<file path="src/rtl/axi_rom_slave_if.sv">
// AXI4 bus bundle between an AXI master and the boot ROM slave.
// Write channels exist only to be handshaken and refused; read channels carry ROM data.
interface axi_rom_slave_if #(
    parameter int ID_W   = 8,
    parameter int ADDR_W = 32,
    parameter int DATA_W = 32,
    parameter int LEN_W  = 4
);
    logic [ID_W-1:0]     AWID;
    logic [ADDR_W-1:0]   AWADDR;
    logic [LEN_W-1:0]    AWLEN;
    logic [2:0]          AWSIZE;
    logic [1:0]          AWBURST;
    logic                AWVALID;
    logic                AWREADY;

    logic [DATA_W-1:0]   WDATA;
    logic [DATA_W/8-1:0] WSTRB;
    logic                WLAST;
    logic                WVALID;
    logic                WREADY;

    logic [ID_W-1:0]     BID;
    logic [1:0]          BRESP;
    logic                BVALID;
    logic                BREADY;

    logic [ID_W-1:0]     ARID;
    logic [ADDR_W-1:0]   ARADDR;
    logic [LEN_W-1:0]    ARLEN;
    logic [2:0]          ARSIZE;
    logic [1:0]          ARBURST;
    logic                ARVALID;
    logic                ARREADY;

    logic [ID_W-1:0]     RID;
    logic [DATA_W-1:0]   RDATA;
    logic [1:0]          RRESP;
    logic                RLAST;
    logic                RVALID;
    logic                RREADY;

    modport slave (
        input  AWID, AWADDR, AWLEN, AWSIZE, AWBURST, AWVALID,
        output AWREADY,
        input  WDATA, WSTRB, WLAST, WVALID,
        output WREADY,
        output BID, BRESP, BVALID,
        input  BREADY,
        input  ARID, ARADDR, ARLEN, ARSIZE, ARBURST, ARVALID,
        output ARREADY,
        output RID, RDATA, RRESP, RLAST, RVALID,
        input  RREADY
    );

    modport master (
        output AWID, AWADDR, AWLEN, AWSIZE, AWBURST, AWVALID,
        input  AWREADY,
        output WDATA, WSTRB, WLAST, WVALID,
        input  WREADY,
        input  BID, BRESP, BVALID,
        output BREADY,
        output ARID, ARADDR, ARLEN, ARSIZE, ARBURST, ARVALID,
        input  ARREADY,
        input  RID, RDATA, RRESP, RLAST, RVALID,
        output RREADY
    );
endinterface

</file>
<file path="src/rtl/axi_rom_slave.sv">
// AXI4 read-only slave over a synchronous ROM; writes are drained and answered SLVERR.
// Latency: first RVALID one cycle after AR handshake, then one beat per cycle.
// Backpressure: RREADY low holds the ROM address so RDATA stays stable; no beat skipped.
module axi_rom_slave #(
    parameter int ID_W   = 8,
    parameter int ADDR_W = 32,
    parameter int DATA_W = 32,
    parameter int LEN_W  = 4,
    parameter int ROM_AW = 12
) (
    input  logic              clk,
    input  logic              rst,
    axi_rom_slave_if.slave    bus,
    input  logic [DATA_W-1:0] ROM_out,
    output logic              ROM_read,
    output logic              ROM_enable,
    output logic [ROM_AW-1:0] ROM_address
);
    localparam int         OFF_W    = $clog2(DATA_W / 8);
    localparam logic [2:0] MAX_SIZE = 3'(OFF_W);

    localparam logic [1:0] BURST_FIXED = 2'b00;
    localparam logic [1:0] BURST_WRAP  = 2'b10;
    localparam logic [1:0] RESP_OKAY   = 2'b00;
    localparam logic [1:0] RESP_SLVERR = 2'b10;
    localparam logic [1:0] RESP_DECERR = 2'b11;

    typedef struct packed {
        logic [ID_W-1:0]   id;
        logic [ADDR_W-1:0] addr;   // address of the beat currently presented
        logic [LEN_W-1:0]  len;
        logic [2:0]        size;
        logic [1:0]        burst;
        logic              err;    // whole burst is answered SLVERR
    } rd_ctx_t;

    typedef enum logic {R_IDLE, R_BEAT} r_state_t;
    typedef enum logic [1:0] {W_IDLE, W_DATA, W_RESP} w_state_t;

    function automatic logic bad_req(input logic [LEN_W-1:0] len, input logic [2:0] size,
                                     input logic [1:0] burst);
        logic wrap_ok;
        wrap_ok = (len == LEN_W'(1)) || (len == LEN_W'(3)) ||
                  (len == LEN_W'(7)) || (len == LEN_W'(15));
        return (burst == 2'b11) || (size > MAX_SIZE) || ((burst == BURST_WRAP) && !wrap_ok);
    endfunction

    function automatic logic [ADDR_W-1:0] next_addr(input rd_ctx_t c);
        logic [ADDR_W-1:0] step;
        logic [ADDR_W-1:0] mask;
        step = ADDR_W'(1) << c.size;
        mask = ((ADDR_W'(c.len) + ADDR_W'(1)) << c.size) - ADDR_W'(1);
        case (c.burst)
            BURST_FIXED: return c.addr;
            BURST_WRAP:  return (c.addr & ~mask) | ((c.addr + step) & mask);
            default:     return c.addr + step;
        endcase
    endfunction

    function automatic logic [1:0] beat_resp(input logic err, input logic [ADDR_W-1:0] a);
        if (err)
            return RESP_SLVERR;
        else if ((a >> (ROM_AW + OFF_W)) != '0)
            return RESP_DECERR;
        else
            return RESP_OKAY;
    endfunction

    function automatic logic [ROM_AW-1:0] word_idx(input logic [ADDR_W-1:0] a);
        return ROM_AW'(a >> OFF_W);
    endfunction

    // ---------------- read path ----------------
    r_state_t          r_state;
    rd_ctx_t           ctx;
    logic [LEN_W-1:0]  cnt;
    logic              ar_rdy;
    logic              r_vld;
    logic              r_last;
    logic [1:0]        r_resp;
    logic [ADDR_W-1:0] nxt_addr;
    logic              ar_fire;
    logic              ar_bad;

    assign nxt_addr = next_addr(ctx);
    assign ar_fire  = bus.ARVALID && ar_rdy;
    assign ar_bad   = bad_req(bus.ARLEN, bus.ARSIZE, bus.ARBURST);

    always_ff @(posedge clk or posedge rst) begin
        if (rst) begin
            r_state <= R_IDLE;
            ctx     <= '0;
            cnt     <= '0;
            ar_rdy  <= 1'b0;
            r_vld   <= 1'b0;
            r_last  <= 1'b0;
            r_resp  <= RESP_OKAY;
        end else begin
            case (r_state)
                R_IDLE: begin
                    ar_rdy <= 1'b1;
                    if (ar_fire) begin
                        ctx.id    <= bus.ARID;
                        ctx.addr  <= bus.ARADDR;
                        ctx.len   <= bus.ARLEN;
                        ctx.size  <= bus.ARSIZE;
                        ctx.burst <= bus.ARBURST;
                        ctx.err   <= ar_bad;
                        cnt       <= '0;
                        ar_rdy    <= 1'b0;
                        r_vld     <= 1'b1;
                        r_last    <= (bus.ARLEN == '0);
                        r_resp    <= beat_resp(ar_bad, bus.ARADDR);
                        r_state   <= R_BEAT;
                    end
                end
                R_BEAT: begin
                    if (bus.RREADY) begin
                        if (r_last) begin
                            r_vld   <= 1'b0;
                            r_last  <= 1'b0;
                            ar_rdy  <= 1'b1;
                            r_state <= R_IDLE;
                        end else begin
                            cnt      <= cnt + 1'b1;
                            ctx.addr <= nxt_addr;
                            r_resp   <= beat_resp(ctx.err, nxt_addr);
                            r_last   <= (LEN_W'(cnt + 1'b1) == ctx.len);
                        end
                    end
                end
                default: r_state <= R_IDLE;
            endcase
        end
    end

    // The ROM has one cycle of latency, so the address for the following beat is
    // issued in the same cycle the current beat is accepted.
    logic              rom_en;
    logic [ROM_AW-1:0] rom_addr;

    always_comb begin
        rom_en   = 1'b0;
        rom_addr = '0;
        if (r_state == R_BEAT) begin
            rom_en   = 1'b1;
            rom_addr = bus.RREADY ? word_idx(nxt_addr) : word_idx(ctx.addr);
        end else if (ar_fire) begin
            rom_en   = 1'b1;
            rom_addr = word_idx(bus.ARADDR);
        end
    end

    assign ROM_enable  = rom_en;
    assign ROM_read    = rom_en;
    assign ROM_address = rom_addr;

    assign bus.ARREADY = ar_rdy;
    assign bus.RVALID  = r_vld;
    assign bus.RID     = ctx.id;
    assign bus.RLAST   = r_last;
    assign bus.RRESP   = r_resp;
    assign bus.RDATA   = (r_vld && (r_resp == RESP_OKAY)) ? ROM_out : '0;

    // ---------------- write path ----------------
    w_state_t        w_state;
    logic            aw_rdy;
    logic            w_rdy;
    logic            b_vld;
    logic [1:0]      b_resp;
    logic [ID_W-1:0] b_id;

    always_ff @(posedge clk or posedge rst) begin
        if (rst) begin
            w_state <= W_IDLE;
            aw_rdy  <= 1'b0;
            w_rdy   <= 1'b0;
            b_vld   <= 1'b0;
            b_resp  <= RESP_OKAY;
            b_id    <= '0;
        end else begin
            case (w_state)
                W_IDLE: begin
                    aw_rdy <= 1'b1;
                    if (bus.AWVALID && aw_rdy) begin
                        b_id    <= bus.AWID;
                        aw_rdy  <= 1'b0;
                        w_rdy   <= 1'b1;
                        w_state <= W_DATA;
                    end
                end
                W_DATA: begin
                    if (bus.WVALID && w_rdy && bus.WLAST) begin
                        w_rdy   <= 1'b0;
                        b_vld   <= 1'b1;
                        b_resp  <= RESP_SLVERR;
                        w_state <= W_RESP;
                    end
                end
                W_RESP: begin
                    if (bus.BREADY) begin
                        b_vld   <= 1'b0;
                        aw_rdy  <= 1'b1;
                        w_state <= W_IDLE;
                    end
                end
                default: w_state <= W_IDLE;
            endcase
        end
    end

    assign bus.AWREADY = aw_rdy;
    assign bus.WREADY  = w_rdy;
    assign bus.BVALID  = b_vld;
    assign bus.BRESP   = b_resp;
    assign bus.BID     = b_id;

    // Write address attributes and payload are intentionally discarded.
    logic unused_wr;
    assign unused_wr = ^{bus.AWADDR, bus.AWLEN, bus.AWSIZE, bus.AWBURST, bus.WDATA, bus.WSTRB};
endmodule
</file>
<file path="src/flat_wrapper.sv">
// flat-port wrapper written by rule: the top's interface ports become plain ports
module axi_rom_slave_flat 
#(
    parameter int ID_W   = 8,
    parameter int ADDR_W = 32,
    parameter int DATA_W = 32,
    parameter int LEN_W  = 4,
    parameter int ROM_AW = 12
)
  (clk, rst, ROM_out, ROM_read, ROM_enable, ROM_address, bus_AWID, bus_AWADDR, bus_AWLEN, bus_AWSIZE, bus_AWBURST, bus_AWVALID, bus_AWREADY, bus_WDATA, bus_WSTRB, bus_WLAST, bus_WVALID, bus_WREADY, bus_BID, bus_BRESP, bus_BVALID, bus_BREADY, bus_ARID, bus_ARADDR, bus_ARLEN, bus_ARSIZE, bus_ARBURST, bus_ARVALID, bus_ARREADY, bus_RID, bus_RDATA, bus_RRESP, bus_RLAST, bus_RVALID, bus_RREADY);
  axi_rom_slave_if #(.ID_W(ID_W), .ADDR_W(ADDR_W), .DATA_W(DATA_W), .LEN_W(LEN_W)) bus_i ();
  input  logic clk;
  input  logic rst;
  input  logic [DATA_W-1:0] ROM_out;
  output logic ROM_read;
  output logic ROM_enable;
  output logic [ROM_AW-1:0] ROM_address;
  input wire logic [$bits(bus_i.AWID)-1:0] bus_AWID;
  input wire logic [$bits(bus_i.AWADDR)-1:0] bus_AWADDR;
  input wire logic [$bits(bus_i.AWLEN)-1:0] bus_AWLEN;
  input wire logic [$bits(bus_i.AWSIZE)-1:0] bus_AWSIZE;
  input wire logic [$bits(bus_i.AWBURST)-1:0] bus_AWBURST;
  input wire logic [$bits(bus_i.AWVALID)-1:0] bus_AWVALID;
  output wire logic [$bits(bus_i.AWREADY)-1:0] bus_AWREADY;
  input wire logic [$bits(bus_i.WDATA)-1:0] bus_WDATA;
  input wire logic [$bits(bus_i.WSTRB)-1:0] bus_WSTRB;
  input wire logic [$bits(bus_i.WLAST)-1:0] bus_WLAST;
  input wire logic [$bits(bus_i.WVALID)-1:0] bus_WVALID;
  output wire logic [$bits(bus_i.WREADY)-1:0] bus_WREADY;
  output wire logic [$bits(bus_i.BID)-1:0] bus_BID;
  output wire logic [$bits(bus_i.BRESP)-1:0] bus_BRESP;
  output wire logic [$bits(bus_i.BVALID)-1:0] bus_BVALID;
  input wire logic [$bits(bus_i.BREADY)-1:0] bus_BREADY;
  input wire logic [$bits(bus_i.ARID)-1:0] bus_ARID;
  input wire logic [$bits(bus_i.ARADDR)-1:0] bus_ARADDR;
  input wire logic [$bits(bus_i.ARLEN)-1:0] bus_ARLEN;
  input wire logic [$bits(bus_i.ARSIZE)-1:0] bus_ARSIZE;
  input wire logic [$bits(bus_i.ARBURST)-1:0] bus_ARBURST;
  input wire logic [$bits(bus_i.ARVALID)-1:0] bus_ARVALID;
  output wire logic [$bits(bus_i.ARREADY)-1:0] bus_ARREADY;
  output wire logic [$bits(bus_i.RID)-1:0] bus_RID;
  output wire logic [$bits(bus_i.RDATA)-1:0] bus_RDATA;
  output wire logic [$bits(bus_i.RRESP)-1:0] bus_RRESP;
  output wire logic [$bits(bus_i.RLAST)-1:0] bus_RLAST;
  output wire logic [$bits(bus_i.RVALID)-1:0] bus_RVALID;
  input wire logic [$bits(bus_i.RREADY)-1:0] bus_RREADY;
  assign bus_i.AWID = bus_AWID;
  assign bus_i.AWADDR = bus_AWADDR;
  assign bus_i.AWLEN = bus_AWLEN;
  assign bus_i.AWSIZE = bus_AWSIZE;
  assign bus_i.AWBURST = bus_AWBURST;
  assign bus_i.AWVALID = bus_AWVALID;
  assign bus_AWREADY = bus_i.AWREADY;
  assign bus_i.WDATA = bus_WDATA;
  assign bus_i.WSTRB = bus_WSTRB;
  assign bus_i.WLAST = bus_WLAST;
  assign bus_i.WVALID = bus_WVALID;
  assign bus_WREADY = bus_i.WREADY;
  assign bus_BID = bus_i.BID;
  assign bus_BRESP = bus_i.BRESP;
  assign bus_BVALID = bus_i.BVALID;
  assign bus_i.BREADY = bus_BREADY;
  assign bus_i.ARID = bus_ARID;
  assign bus_i.ARADDR = bus_ARADDR;
  assign bus_i.ARLEN = bus_ARLEN;
  assign bus_i.ARSIZE = bus_ARSIZE;
  assign bus_i.ARBURST = bus_ARBURST;
  assign bus_i.ARVALID = bus_ARVALID;
  assign bus_ARREADY = bus_i.ARREADY;
  assign bus_RID = bus_i.RID;
  assign bus_RDATA = bus_i.RDATA;
  assign bus_RRESP = bus_i.RRESP;
  assign bus_RLAST = bus_i.RLAST;
  assign bus_RVALID = bus_i.RVALID;
  assign bus_i.RREADY = bus_RREADY;
  axi_rom_slave #(.ID_W(ID_W), .ADDR_W(ADDR_W), .DATA_W(DATA_W), .LEN_W(LEN_W), .ROM_AW(ROM_AW)) u_core (.clk(clk), .rst(rst), .bus(bus_i), .ROM_out(ROM_out), .ROM_read(ROM_read), .ROM_enable(ROM_enable), .ROM_address(ROM_address));
endmodule
</file>
<file path="config.mk">
export PLATFORM = sky130hd
export DESIGN_NAME = axi_rom_slave_flat
export DESIGN_NICKNAME = d
export VERILOG_FILES = /design/src/rtl/axi_rom_slave_if.sv /design/src/rtl/axi_rom_slave.sv /design/src/flat_wrapper.sv
export SDC_FILE = /design/constraint.sdc
export NUM_CORES = 1
export LEC_CHECK = 0
export ABC_CLOCK_PERIOD_IN_PS = 6300
export CORE_MARGIN = 5
export CORE_UTILIZATION = 45
export CTS_CLUSTER_SIZE = 25
export DETAILED_ROUTE_END_ITERATION = 8
export PLACE_DENSITY = 0.83
export SLEW_MARGIN = 20
export SYNTH_ARGS = -nofsm -noshare
export SYNTH_HDL_FRONTEND = slang
export SYNTH_SLANG_ARGS = --single-unit
</file>
<file path="constraint.sdc">
create_clock -name clk -period 6.3 [get_ports clk]
set_input_delay 1.26 -clock clk [delete_from_list [all_inputs] [get_ports clk]]
set_output_delay 1.26 -clock clk [all_outputs]
set_load 0.1 [all_outputs]
</file>
# ---- Word level (Yosys, flattened, before mapping)
# Cells that the tools add are included.
dict set report totals {
  register_bits 74
  input_bits 174
  out_inout_bits 72
  word_cells 133
}
dict set report classes {
  n_addsub 4
  magnitude_cmp 1
  n_eq_ne 18
  shift 2
  muxes 51
  bitwise_logic 5
  reduce_logical 33
}
# cell n
set ops {}
lappend ops {{32-bit case mux with 2 select lines} 2}
lappend ops {{32-bit two-way mux} 3}
lappend ops {{32-bit bitwise AND} 2}
lappend ops {{32-bit nonzero test} 2}
lappend ops {{42-bit two-way mux} 1}
lappend ops {{12-bit two-way mux} 3}
lappend ops {{32-bit adder} 1}
lappend ops {{32-bit NOT} 1}
lappend ops {{32-bit OR} 1}
lappend ops {{1-bit by 3-bit left shift with 32-bit output, first input constant} 1}
lappend ops {{32-bit by 3-bit left shift with 32-bit output} 1}
lappend ops {{32-bit by 1-bit subtractor with 32-bit output, second input constant} 1}
lappend ops {{2-bit two-way mux} 10}
lappend ops {{1-bit two-way mux} 19}
lappend ops {{3-bit AND reduction} 5}
lappend ops {{1-bit case mux with 2 select lines} 7}
lappend ops {{4-bit two-way mux} 3}
lappend ops {{2-bit AND reduction} 6}
lappend ops {{2-bit != test, second input constant} 5}
lappend ops {{2-bit == test, second input constant} 4}
lappend ops {{4-bit case mux with 2 select lines} 1}
lappend ops {{1-bit logical AND} 6}
lappend ops {{2-bit logical NOT} 3}
lappend ops {{2-bit by 1-bit != test with 1-bit output, second input constant} 3}
lappend ops {{17 further kinds} 23}

# ---- Longest topological paths before layout
dict set report logic_depth {
  depth_word 13
  ltp_mapped 18
  mapped_depth_nobuf 16
}

# ---- Worst setup path after synthesis
# OpenSTA, ideal clock, no wires.
dict set report synth_timing {
  kind {flip-flop to output port}
  startpoint {register u_core.ctx[7] (netlist bit)}
  endpoint {output port ROM_address[9]}
  arrival_time_ps 5179
  required_time_ps 5040
  slack_ps -139
  path_stages_with_launch 15
  n_path_buf 0
  path_cell_list {dfrtp_1 ha_1 xor2_2 mux2_2 o221a_4 nor3_2 nand4_1 nor3b_1 ha_1 inv_1 a21oi_1 nor3_1 nand2_1 xor2_1 o21ai_0}
}
dict set report synth_via {
  elab_chain_cells 9
  elab_cells_between_ends 10
  cone_classes {add/sub: 2; shift: 1; mux: 3; bitwise: 4}
}
# element line
set synth_lines {}
lappend synth_lines {{from (decl)} axi_rom_slave.sv:75} ;# rd_ctx_t ctx;
lappend synth_lines {{4-bit by 1-bit adder with 5-bit output *} axi_rom_slave.sv:52} ;# mask = ((ADDR_W'(c.len) + ADDR_W'(1)) << c.size) - ADDR_W'(1);
lappend synth_lines {{32-bit by 3-bit left shift with 32-bit output *} axi_rom_slave.sv:52}
lappend synth_lines {{32-bit by 1-bit subtractor with 32-bit output *} axi_rom_slave.sv:52}
lappend synth_lines {{32-bit NOT} axi_rom_slave.sv:55} ;# BURST_WRAP: return (c.addr & ~mask) | ((c.addr + step) & mask);
lappend synth_lines {{32-bit bitwise AND} axi_rom_slave.sv:55}
lappend synth_lines {{32-bit OR *} axi_rom_slave.sv:55}
lappend synth_lines {{32-bit case mux with 2 select lines *} axi_rom_slave.sv:53} ;# case (c.burst)
lappend synth_lines {{12-bit two-way mux *} axi_rom_slave.sv:147} ;# rom_addr = bus.RREADY ? word_idx(nxt_addr) : word_idx(ctx.addr);
lappend synth_lines {{12-bit two-way mux *} axi_rom_slave.sv:145} ;# if (r_state == R_BEAT) begin
lappend synth_lines {{to (decl)} flat_wrapper.sv:17} ;# output logic [ROM_AW-1:0] ROM_address;
# Mark *: on every way between the ends. The rest lies on a longest branch, timed or not.

# ---- Final worst setup path
dict set report layout_timing {
  startpoint {register u_core.ctx[6] (netlist bit)}
  endpoint {output port ROM_address[9]}
}
# The elaborated chain is that of the path after synthesis.

==> impl_metrics.yaml <==
outcome:
  status: "complete, no violations"
drt:
  drtPass1Iterations: 7
  drc: 0
  wl_mm: 18.2
  ant_nets: 0
  drt_iter0_drc: 475
  viasPerCell: 5.93
  wl_per_cell_um: 17.2
  via_count: 6307
sta:
  hold-worst-slack_ns: 0.473
  hold_viol: 0
  slew_headroom: 0.331
  rsz0062_at_grt: "no"
  skew_ns: 0.00867
  fin_crit_ns: 5.74
  fin_crit_sh: 0.910
  setup_viol: 0
  fin_tns_setup_ns: 0
  max_clock_freq_ghz: 0.174
  tightest_slew_ns: 1.00
  slew_viol_final: 0
logic_synthesis:
  ys.flop_type: "dfrtp_1"
  netlist_area_mm2: 0.00602
  synth_common_cells: "nand2_1 (125), dfrtp_1 (74), o21ai_0 (66)"
  synth_top_area_share: 0.308
  async_reset_ff_frac: 1.00
  synth_warnings: 0
  synth.distinct_cells: 80
  ys_seq_area_frac: 0.308
  synth_edf_count: 0
  synth.avg_cell_area_um2: 7.98
  synth_most_common_cell: "nand2_1"
  synthCells: 754
  syn_nets: 941
  synth.ff_latch_count: 74
  synth.area.top_cells: "dfrtp_1 (31%), nand2_1 (7.8%), o21ai_0 (5.5%)"
  yosysTopAreaCell: "dfrtp_1"
worst_setup_path:
  cp-end-kind: "primary output"
  slowest_delay_ns: 0.53
  worstSetupPathType: "reg -> out"
  crit_fanout: 13
  worst-endpoint-arrival_ns: 4.48
  worstPathRequired_ns: 5.04
  start_kind: "flip-flop"
  cp_slowest_cell: "dfrtp_1"
  critical_path.cell_chain: "ha_1 -> and4b_1 -> a211oi_2 -> nor3b_4 -> nor3b_4 -> nand4_1 -> nor3b_1 -> ha_1 -> inv_1 -> a21oi_1 -> nor3_1 -> nand2_1 -> xor2_1 -> o21ai_1 -> buf_4"
floorplan:
  die_area_mm2: 0.0158
  core-area_mm2: 0.0132
  die_h_um: 126
  num_rows: 42
  die_w_um: 126
  start_util: 0.456
  top_level_ports: 246
clock_network:
  cts_resized: 0
  clock_latency_ns: 0.35
  clkTransAtPathRegs_ns: 0.06
  cts_setup_buffers: 0
  numCtsBuffers: 9
  clock-sinks: 74
  htree_num_levels: 3
  clockRootBuffer: "clkbuf_16"
  ctsHoldBuffers: 0
  cts_tree: "done"
  clockBufferDepth: 2
place:
  portBuffers: 167
  dpl-instance-area_mm2: 0.00767
  dpl.hpwl_mm: 13.5
  place.gp.congestion: 0.915
final_layout:
  synthToLayoutAreaGrowth_pct: 33.0
  fin_area_mm2: 0.00800
  nets: 1069
  antenna-diode-count: 0
  drive_gt1_frac: 0.0846
grt:
  grt_pass1_wl_mm: 30.3
  first_global_vias: 6108
  antenna_found_initial: 0
  grt_max_degree: 75
  grt_overflow: 0
  grt_usage: 0.231
power_and_ir_drop:
  powerDensity_mw_per_mm2: 544
  leakage_uw: 0.00326
  ir_drop_mv: 0.364
run:
  maxCapViolCount: 0
hold_path:
  hp-class: "reg -> reg"
==> logic make-up after synthesis <==
logic type	Yosys count	synth area share
other	1	0.000623
adders and majority gates	13	0.0283
AOI/OAI and AO/OA	215	0.241
xor gates and xnor gates	32	0.0478
DFF	74	0.308
and+or+nand+nor	325	0.282
buffers and inverters	77	0.0614
muxes	17	0.0314
==> cell usage in the layout (no fill, tap or decap), types with 18 or more instances in the layout <==
cell               n
dfrtp_1           74
a21oi_1           43
xnor2_1           18
o21ai_0           65
and2_1            35
buf_4             21
clkdlybuf4s50_1  155
nand3_1           19
nor2_1            43
nor3_1            18
nand2_1          125
==> worst paths after layout <==
check | startpoint | end | slack, ns | depth (start not counted)
setup / recovery | u_core.ctx[6]$_DFFE_PP0P_ | ROM_address[9] | 0.56 | 15
hold / removal | u_core.bus.BRESP[1]$_DFFE_PP0P_ | u_core.bus.BRESP[1]$_DFFE_PP0P_ | 0.47 | 1
setup reg to reg | u_core.ctx[6]$_DFFE_PP0P_ | u_core.bus.RRESP[1]$_DFFE_PP0P_ | 1.65 | 16
hold reg to reg | u_core.bus.BRESP[1]$_DFFE_PP0P_ | u_core.bus.BRESP[1]$_DFFE_PP0P_ | 0.47 | 1
max in group asynchronous | rst | u_core.ctx[13]$_DFFE_PP0P_ | 4.42 | 4
min in group asynchronous | rst | u_core.ctx[35]$_DFFE_PP0P_ | 1.29 | 3
==> power by group <==
part	switching, µW	total (µW)	internal [µW]
logic	1920	2840	921
clock network	217	527	310
registers	319	982	662
==> stage by stage <==
stage | setup WS (ns) | util | std cells | power, µW
after floorplan | 0.303 | - | 754 | 3180
after global placement | 1.08 | 0.581 | 1046 | 3750
after detailed placement | 1.01 | 0.582 | 1046 | 3800
after CTS | 0.596 | 0.605 | 1062 | 4340
after global routing | 0.126 | 0.607 | 1063 | 4630
final | 0.565 | 0.607 | 1063 | 4350
==> final cells by class <==
class	instances	area, µm²
Fill cell	1125	5190
Clock inverter	7	76.3
Clock buffer	9	225
Timing Repair Buffer	177	1740
Sequential cell	74	1850
Inverter	17	63.8
Multi-Input combinational cell	603	3830
Tap cell	176	220
==> critical path, delay by kind of cell, from the launching register on <==
kind,cells,cell delay [ns]
AO/OA/AOI/OAI,3,0.43
XOR/XNOR,1,0.19
adder cells (fa/ha/maj),2,0.73
buffers and inverters,2,0.37
flip-flops,1,0.53
AND/OR/NAND/NOR,7,1.87
==> registers in the layout, indices dropped and copies added (netlist names) <==
| signal | count |
|---|---|
| u_core.bus.ARREADY | 1 |
| u_core.bus.AWREADY | 1 |
| u_core.bus.BID | 8 |
| u_core.bus.BRESP | 1 |
| u_core.bus.BVALID | 1 |
| u_core.bus.RID | 8 |
| u_core.bus.RLAST | 1 |
| u_core.bus.RRESP | 2 |
| u_core.bus.RVALID | 1 |
| u_core.bus.WREADY | 1 |
| u_core.cnt | 4 |
| u_core.ctx | 42 |
| u_core.r_state | 1 |
| u_core.w_state | 2 |
==> routing by layer <==
metal | share of wire | vias up | global-route usage
li1 | - | 3000 | -
met3 | 0.10 | 19 | 0.0605
met1 | 0.43 | 2989 | 0.305
met5 | 0 | - | 0
met4 | 0.012 | 0 | 0.0682
met2 | 0.46 | 299 | 0.376
(Power assumes the default switching activity.)
